<file path="config.mk">
export PLATFORM = sky130hd
export DESIGN_NAME = wb_arbiter
export DESIGN_NICKNAME = d
export VERILOG_FILES = /design/src/rtl/wb_arbiter.sv
export SDC_FILE = /design/constraint.sdc
export NUM_CORES = 1
export LEC_CHECK = 0
export CORE_MARGIN = 8
export CORE_UTILIZATION = 36
export CTS_BUF_LIST = sky130_fd_sc_hd__clkbuf_4
export CTS_CLUSTER_DIAMETER = 80
export DETAILED_ROUTE_END_ITERATION = 8
export GPL_TIMING_DRIVEN = 0
export PLACE_DENSITY = 0.81
export SLEW_MARGIN = 20
export SYNTH_ARGS = -nofsm -noshare
export SYNTH_HDL_FRONTEND = slang
export SYNTH_SLANG_ARGS = --single-unit
</file>
<file path="constraint.sdc">
create_clock -name clk -period 1.75 [get_ports clk]
set_clock_uncertainty 0.1 [all_clocks]
set_input_delay 0.175 -clock clk [delete_from_list [all_inputs] [get_ports clk]]
set_output_delay 0.175 -clock clk [all_outputs]
set_load 0.005 [all_outputs]
</file>
<file path="src/rtl/wb_arbiter.sv">
// rtl/wb_arbiter.sv - two-requester writeback arbiter (ALU vs load) with starvation guard
module wb_arbiter #(
  parameter int STARVE_LIMIT = 4
) (
  input  logic        clk,
  input  logic        rst,
  input  logic        alu_valid,
  input  logic [31:0] alu_data,
  input  logic [4:0]  alu_rd,
  output logic        alu_ready,
  input  logic        mem_valid,
  input  logic [31:0] mem_data,
  input  logic [4:0]  mem_rd,
  output logic        mem_ready,
  input  logic        wb_stall,
  output logic        wb_en,
  output logic [4:0]  wb_rd,
  output logic [31:0] wb_data,
  output logic        wb_sel
);

  localparam int CW = $clog2(STARVE_LIMIT + 1);
  localparam logic [CW-1:0] LIMIT = CW'(STARVE_LIMIT);

  typedef enum logic [1:0] {
    IDLE  = 2'd0,
    G_ALU = 2'd1,
    G_MEM = 2'd2
  } state_t;

  state_t        state;
  state_t        next_state;
  logic [CW-1:0] starve_cnt;
  logic          alu_xfer;
  logic          mem_xfer;

  // Grant: loads win contention unless the ALU has been denied STARVE_LIMIT times in a row.
  // Readies look only at valids, the stall and the counter, never at data or rd.
  always_comb begin
    alu_ready = 1'b0;
    mem_ready = 1'b0;
    if (rst && !wb_stall) begin
      if (mem_valid && !(alu_valid && (starve_cnt == LIMIT))) begin
        mem_ready = 1'b1;
      end else if (alu_valid) begin
        alu_ready = 1'b1;
      end
    end
  end

  assign alu_xfer = alu_valid & alu_ready;
  assign mem_xfer = mem_valid & mem_ready;

  // FSM next state: remembers which requester (if any) transferred last cycle.
  always_comb begin
    next_state = IDLE;
    if (alu_xfer) begin
      next_state = G_ALU;
    end else if (mem_xfer) begin
      next_state = G_MEM;
    end
  end

  // FSM state register.
  always_ff @(posedge clk or negedge rst) begin
    if (!rst) begin
      state <= IDLE;
    end else begin
      state <= next_state;
    end
  end

  // Starvation counter: counts consecutive losses of a pending ALU result to a load.
  always_ff @(posedge clk or negedge rst) begin
    if (!rst) begin
      starve_cnt <= '0;
    end else if (!alu_valid) begin
      starve_cnt <= '0;
    end else if (wb_stall) begin
      starve_cnt <= starve_cnt;
    end else if (alu_xfer) begin
      starve_cnt <= '0;
    end else if (mem_ready && (starve_cnt != LIMIT)) begin
      starve_cnt <= starve_cnt + CW'(1);
    end
  end

  // Writeback register: captures the accepted result; x0 writes are accepted but not enabled.
  // With no transfer the address/data/select hold and only the enable drops.
  always_ff @(posedge clk or negedge rst) begin
    if (!rst) begin
      wb_en   <= 1'b0;
      wb_rd   <= '0;
      wb_data <= '0;
      wb_sel  <= 1'b0;
    end else begin
      wb_en <= 1'b0;
      if (alu_xfer) begin
        wb_en   <= |alu_rd;
        wb_rd   <= alu_rd;
        wb_data <= alu_data;
      end else if (mem_xfer) begin
        wb_en   <= |mem_rd;
        wb_rd   <= mem_rd;
        wb_data <= mem_data;
      end
      if (next_state != IDLE) begin
        wb_sel <= (next_state == G_MEM);
      end
    end
  end

endmodule

</file>
==> Word-level counts from Yosys, hierarchy flattened <==
Cells that the tools add are included.
{ "word_totals": {"rom_bits": 0, "register_bits": 42, "latchBits": 0, "out_inout_bits": 41, "elab_cells": 41, "in_bits": 79, "ram_bits": 0, "memories": 0} }
{ "op_classes": {"eq_ne": 5, "div_mod_pow": 0, "n_mul": 0, "mux": 17, "addsub": 1, "magnitude_cmp": 0, "reduce_logical": 11, "bitwise": 2, "n_shift": 0} }
{ "op_table": {"columns": ["operator", "n"], "rows": [
  ["2-to-1 mux 32 bit", 2],
  ["2-to-1 mux 3 bit", 4],
  ["2-to-1 mux 5 bit", 2],
  ["OR reduction 5 bit", 2],
  ["2-to-1 mux 1 bit", 7],
  ["logical AND 1 bit", 4],
  ["2-to-1 mux 2 bit", 2],
  ["nonzero test 2 bit", 2],
  ["adder 3 x 1 -> 3 bit, second input constant", 1],
  ["== test 3 bit, second input constant", 1],
  ["!= test 3 x 1 -> 1 bit, second input constant", 1],
  ["!= test 3 bit, second input constant", 1],
  ["AND 1 bit", 2],
  ["== test 2 bit, second input constant", 1],
  ["logical NOT 1 bit", 2],
  ["!= test 2 bit, second input constant", 1],
  ["AND reduction 2 bit", 1]
]} }

==> Depth between registers and ports, before layout <==
{ "logic_depth": {"ltp_word": 11, "mapped_depth": 7, "ltp_nobuf": 6} }

==> Least setup slack after synthesis <==
Ideal clock, no wire load.
{ "synth_timing": {"path_type": "register -> register", "from": "reg starve_cnt[0]", "to": "reg wb_rd[0]", "arrival_ns": 1.436, "setup_time_ns": 0.126, "path_stages_with_launch": 8, "t_required_ns": 1.524, "path_slack_ns": 0.088, "n_path_buf": 1, "synth_period_minus_slack_ns": 1.662, "path_cell_list": "dfrtp_1 -> inv_1 -> ha_1 -> a21bo_2 -> buf_2 -> nand2_1 -> inv_1 -> a221o_1"} }
{ "synth_between": {"elab_chain_len": 8, "word_cells_on_any_way": 12, "classes_between": "eq/ne: 1; mux: 5; bitwise: 2; reduce/logical: 4"} }
{ "synth_rtl": {"columns": ["element", "line", "rtl"], "rows": [
  ["from (decl)", "33", "logic [CW-1:0] starve_cnt;"],
  ["from (signal assigned)", "80", "starve_cnt <= starve_cnt;"],
  ["from (signal assigned)", "84", "starve_cnt <= starve_cnt + CW'(1);"],
  ["== test 3 bit (*)", "43", "if (mem_valid && !(alu_valid && (starve_cnt == LIMIT))) begin"],
  ["logical AND 1 bit (*)", "43", null],
  ["logical NOT 1 bit (*)", "43", null],
  ["logical AND 1 bit (*)", "43", null],
  ["2-to-1 mux 1 bit (*)", "43", null],
  ["2-to-1 mux 1 bit (*)", "42", "if (rst && !wb_stall) begin"],
  ["net alu_ready", "10", "output logic alu_ready,"],
  ["AND 1 bit (*)", "51", "assign alu_xfer = alu_valid & alu_ready;"],
  ["2-to-1 mux 5 bit or nonzero test 2 bit (tied branches)", null, null],
  ["to (signal assigned)", "100", "wb_rd <= alu_rd;"],
  ["to (signal assigned)", "104", "wb_rd <= mem_rd;"],
  ["to (decl)", "17", "output logic [4:0] wb_rd,"]
]} }
Mark *: on every way through the listed nets, which the timed path passes. The rest lies on a longest branch.
A chain may end at the register's enable or synchronous reset.

==> Worst setup path in the final report <==
{ "layout_timing": {"from": "reg starve_cnt[0]", "to": "reg wb_data[29]"} }
{ "layout_between": {"elab_chain_len": 8, "word_cells_on_any_way": 12, "classes_between": "eq/ne: 1; mux: 5; bitwise: 2; reduce/logical: 4"} }
{ "layout_rtl": {"columns": ["element", "line", "rtl"], "rows": [
  ["== test 3 bit (*)", "43", null],
  ["logical AND 1 bit (*)", "43", null],
  ["logical NOT 1 bit (*)", "43", null],
  ["logical AND 1 bit (*)", "43", null],
  ["2-to-1 mux 1 bit", "43", null],
  ["2-to-1 mux 1 bit", "42", null],
  ["AND 1 bit, on equally long branches", "51, 52", null],
  ["2-to-1 mux 32 bit or nonzero test 2 bit (tied branches)", null, null],
  ["to (signal assigned)", "101", "wb_data <= alu_data;"],
  ["to (signal assigned)", "105", "wb_data <= mem_data;"],
  ["to (decl)", "18", "output logic [31:0] wb_data,"]
]} }
Every way passes the cells marked *; elsewhere a longest branch is shown, timed or not.

==> results.sh <==
export IMPL_synth_mux_area_frac=0
export IMPL_finalPower_mw=2.681
export IMPL_synth_seq_cells=42
export IMPL_cts_buffer_depth=2
export IMPL_yosysMostFrequentCell="dfrtp_1"
export IMPL_yosysTopAreaCellShare=0.4884
export IMPL_crit_chain="inv_2, ha_4, a21bo_4, buf_4, clkbuf_4, a21oi_1, o2bb2ai_1"
export IMPL_synthTopCellsByArea="dfrtp_1 49%, o2bb2ai_1 12%, a22oi_1 10%"
export IMPL_first_pass_iters=4
export IMPL_clk_insertion_delay_late_ns=0.35
export IMPL_synth_fa_ha_area_frac=0.01163
export IMPL_cts_root_buffer="clkbuf_4"
export IMPL_ios=120
export IMPL_cp_slowest_cell="dfrtp_1"
export IMPL_worst_pin_slew_ns=0.9496
export IMPL_die_x_um=93.32
export IMPL_critical_path_class="reg2reg"
export IMPL_fmax_mhz=594.2
export IMPL_design_area_um2=3669
export IMPL_numPlacedInstances=407
export IMPL_pre_cts_ws_ns=-0.6335
export IMPL_synth_nets=293
export IMPL_internal_power_mw=1.974
export IMPL_clkSlewWorstSetupHoldPaths_ns=0.13
export IMPL_yosys_top_cells_count="42 x dfrtp_1, 29 x a21oi_1, 29 x a22oi_1, 29 x o2bb2ai_1, 13 x nand3_1"
export IMPL_pwr_share_comb=0.318
export IMPL_place_gp_congestion=0.7891
export IMPL_finalSetupViolCount=0
export IMPL_switching_share=0.2636
export IMPL_synth_avg_cell_area_um2=10.15
export IMPL_area_delta_synth_final_pct=70.47
export IMPL_die_h_um=93.32
export IMPL_power_frac_clock=0.232
export IMPL_grt_pass1_wl_um=12700
export IMPL_synth_edf_count=0
export IMPL_synth_top_family_by_area="compound AO/OA/AOI/OAI gates"
export IMPL_netSwitchingPower_uw=706.8
export IMPL_dieArea_um2=8708
export IMPL_ant_nets=0
export IMPL_dp_hpwl_um=5968
export IMPL_synth_compound_area_frac=0.3395
export IMPL_cts_made_buffers=5
export IMPL_endpoint_kind="flip-flop"
export IMPL_rows=28
export IMPL_critPathMaxStageDelay_ns=0.38
export IMPL_peakVddDrop_uv=468.3
export IMPL_antenna_cells=0
export IMPL_hold_viol=0
export IMPL_utilization=0.6270
export IMPL_cts_tree="built"
export IMPL_n_fill_cell=479
export IMPL_maxCapViolCount=0
export IMPL_htree_levels=2
export IMPL_timing_final_crit_share=0.9617
export IMPL_grt_usage=0.1834
export IMPL_drive_gt1_frac=0.1466
export IMPL_cp_start_kind="flip-flop"
export IMPL_rsz0062_at_grt="false"
export IMPL_grt_max_degree=23
export IMPL_yosys_warnings=0
export IMPL_p_leak_nw=1.509
export IMPL_place_area_um2=3452
export IMPL_pwr_density_cell_nw_per_um2=730.9
export IMPL_grt_pass1_vias=2417
export IMPL_yosysTopAreaCell="dfrtp_1"
export IMPL_period_minus_slack_ns=1.683
export IMPL_hold_slack_ns=0.1319
export IMPL_outcome="complete, no violations"
export IMPL_netlist_cell_type_count=29
export IMPL_relSlewSlack=0.3648
export IMPL_core_area_um2=5851
export IMPL_worst_ep_required_time_ns=1.90
export IMPL_start_util=0.3678
export IMPL_critPathMaxFanout=10
export IMPL_finalWorstSetupSlack_ns=0.06697
export IMPL_slew_violations=0
export IMPL_antenna_found_initial=0
export IMPL_critPathArrivalTime_ns=1.83
export IMPL_wl_per_cell_um=19.00
export IMPL_wirelength_um=8035
export IMPL_grt_overflow=0
export IMPL_synth_xor_area_frac=0.004070
export IMPL_synthesis_area_um2=2152
export IMPL_syn_instance_count=212
export IMPL_drt_vias_per_instance=5.463
export IMPL_hold_path_class="in2reg"
export IMPL_ys_flop_type="dfrtp_1"
export IMPL_final_cells=423
export IMPL_synth_simple_area_share=0.09128
export IMPL_num_vias=2311
export IMPL_yosysSeqAreaShare=0.4884
export IMPL_nets=428
export IMPL_tns_ns=0
export IMPL_cts_sinks=42
export IMPL_drc=0
export IMPL_drt_iter0_drc=153
export IMPL_p_seq_frac=0.449
export IMPL_io_buffers=119
export IMPL_postSynth_asyncResetShare=1.000
power by group through the flow:
stage / Sequential, mW / Combinational (mW) / Clock (mW)
finish: 1.21 / 0.854 / 0.623
global route: 1.22 / 0.918 / 0.688
CTS: 1.20 / 0.860 / 0.639
detailed placement: 1.22 / 0.837 / 0
global placement: 1.22 / 0.818 / 0
floorplan: 1.23 / 0.238 / 0
layout by cell type, fill, tap and decap left out, drive strengths merged:
master | synthesis | layout
a21boi | 1 | 1
o311ai | 3 | 3
clkdlybuf4s50 | 0 | 114
nand2 | 9 | 9
a221o | 1 | 1
and3b | 2 | 2
a21bo | 1 | 1
xnor2 | 1 | 1
dlygate4sd3 | 0 | 2
a32oi | 1 | 1
dfrtp | 42 | 42
nand3 | 13 | 13
a21oi | 29 | 29
a22oi | 29 | 29
bufinv | 0 | 1
and3 | 2 | 2
o21ai | 3 | 3
clkinv | 0 | 2
or4 | 2 | 2
or2 | 1 | 1
dlygate4sd2 | 0 | 1
o211ai | 4 | 4
nor2 | 3 | 3
buf | 13 | 23
ha | 2 | 2
dlymetal6s2s | 0 | 1
o2bb2ai | 29 | 29
nand2b | 1 | 1
inv | 7 | 7
nor2b | 1 | 1
o22ai | 1 | 1
clkbuf | 9 | 14
nand3b | 2 | 2
final timing paths:
kind / start / endpoint / slack [ns] / depth (start not counted)
max reg2reg: starve_cnt[0]$_DFFE_PN0P_ / wb_data[29]$_DFFE_PN0P_ / 0.07 / 7
min: alu_valid / starve_cnt[0]$_DFFE_PN0P_ / 0.13 / 2
min reg2reg: wb_data[14]$_DFFE_PN0P_ / wb_data[14]$_DFFE_PN0P_ / 0.40 / 1
min in group asynchronous: rst / wb_rd[1]$_DFFE_PN0P_ / 0.39 / 2
max: starve_cnt[0]$_DFFE_PN0P_ / wb_data[29]$_DFFE_PN0P_ / 0.07 / 7
max in group asynchronous: rst / wb_data[18]$_DFFE_PN0P_ / 0.58 / 2
state kept, by name, indices dropped and copies added (netlist names):
| name | count |
|---|---|
| wb_data | 32 |
| wb_sel | 1 |
| wb_en | 1 |
| starve_cnt | 3 |
| wb_rd | 5 |
timing repair:
action                     4_1_cts  5_1_grt
gates resized for setup         26       17
hold endpoints to repair        42       22
hold buffers                     2        1
pin swaps                        2        3
buffers inserted                 6        0
setup endpoints to repair       37       27
critical path: cells and delay by family (launching register included):
family / cells / cell delay, ns
buf+inv: 3 / 0.43
compound gates: 3 / 0.50
flops: 1 / 0.38
fa+ha+maj: 1 / 0.16
per-layer routing:
metal,vias up,wire length [um],global-route usage
li1,1082,-,-
met2,98,4034,0.3032
met4,0,165,0.06040
met5,-,0,0
met1,1117,3327,0.2280
met3,14,507,0.04487
cell type report:
type	count	area, um2	share of cell area
clock inverters	3	40.04	0.01091
multi-input cells	141	1020	0.2780
well taps	75	93.84	0.02558
inverters	7	26.28	0.007162
clock buffers	5	37.54	0.01023
plain buffers	21	126.4	0.03445
flip-flops and latches	42	1051	0.2865
repair buffers	129	1274	0.3472
logic make-up after synthesis:
| group | Yosys count |
|---|---|
| XOR/XNOR | 1 |
| AND/OR/NAND/NOR | 36 |
| adder cells (fa/ha/maj) | 2 |
| buffers and inverters | 29 |
| AO/OA/AOI/OAI | 102 |
| flip-flops | 42 |
Power figures use the tool's default switching activity.
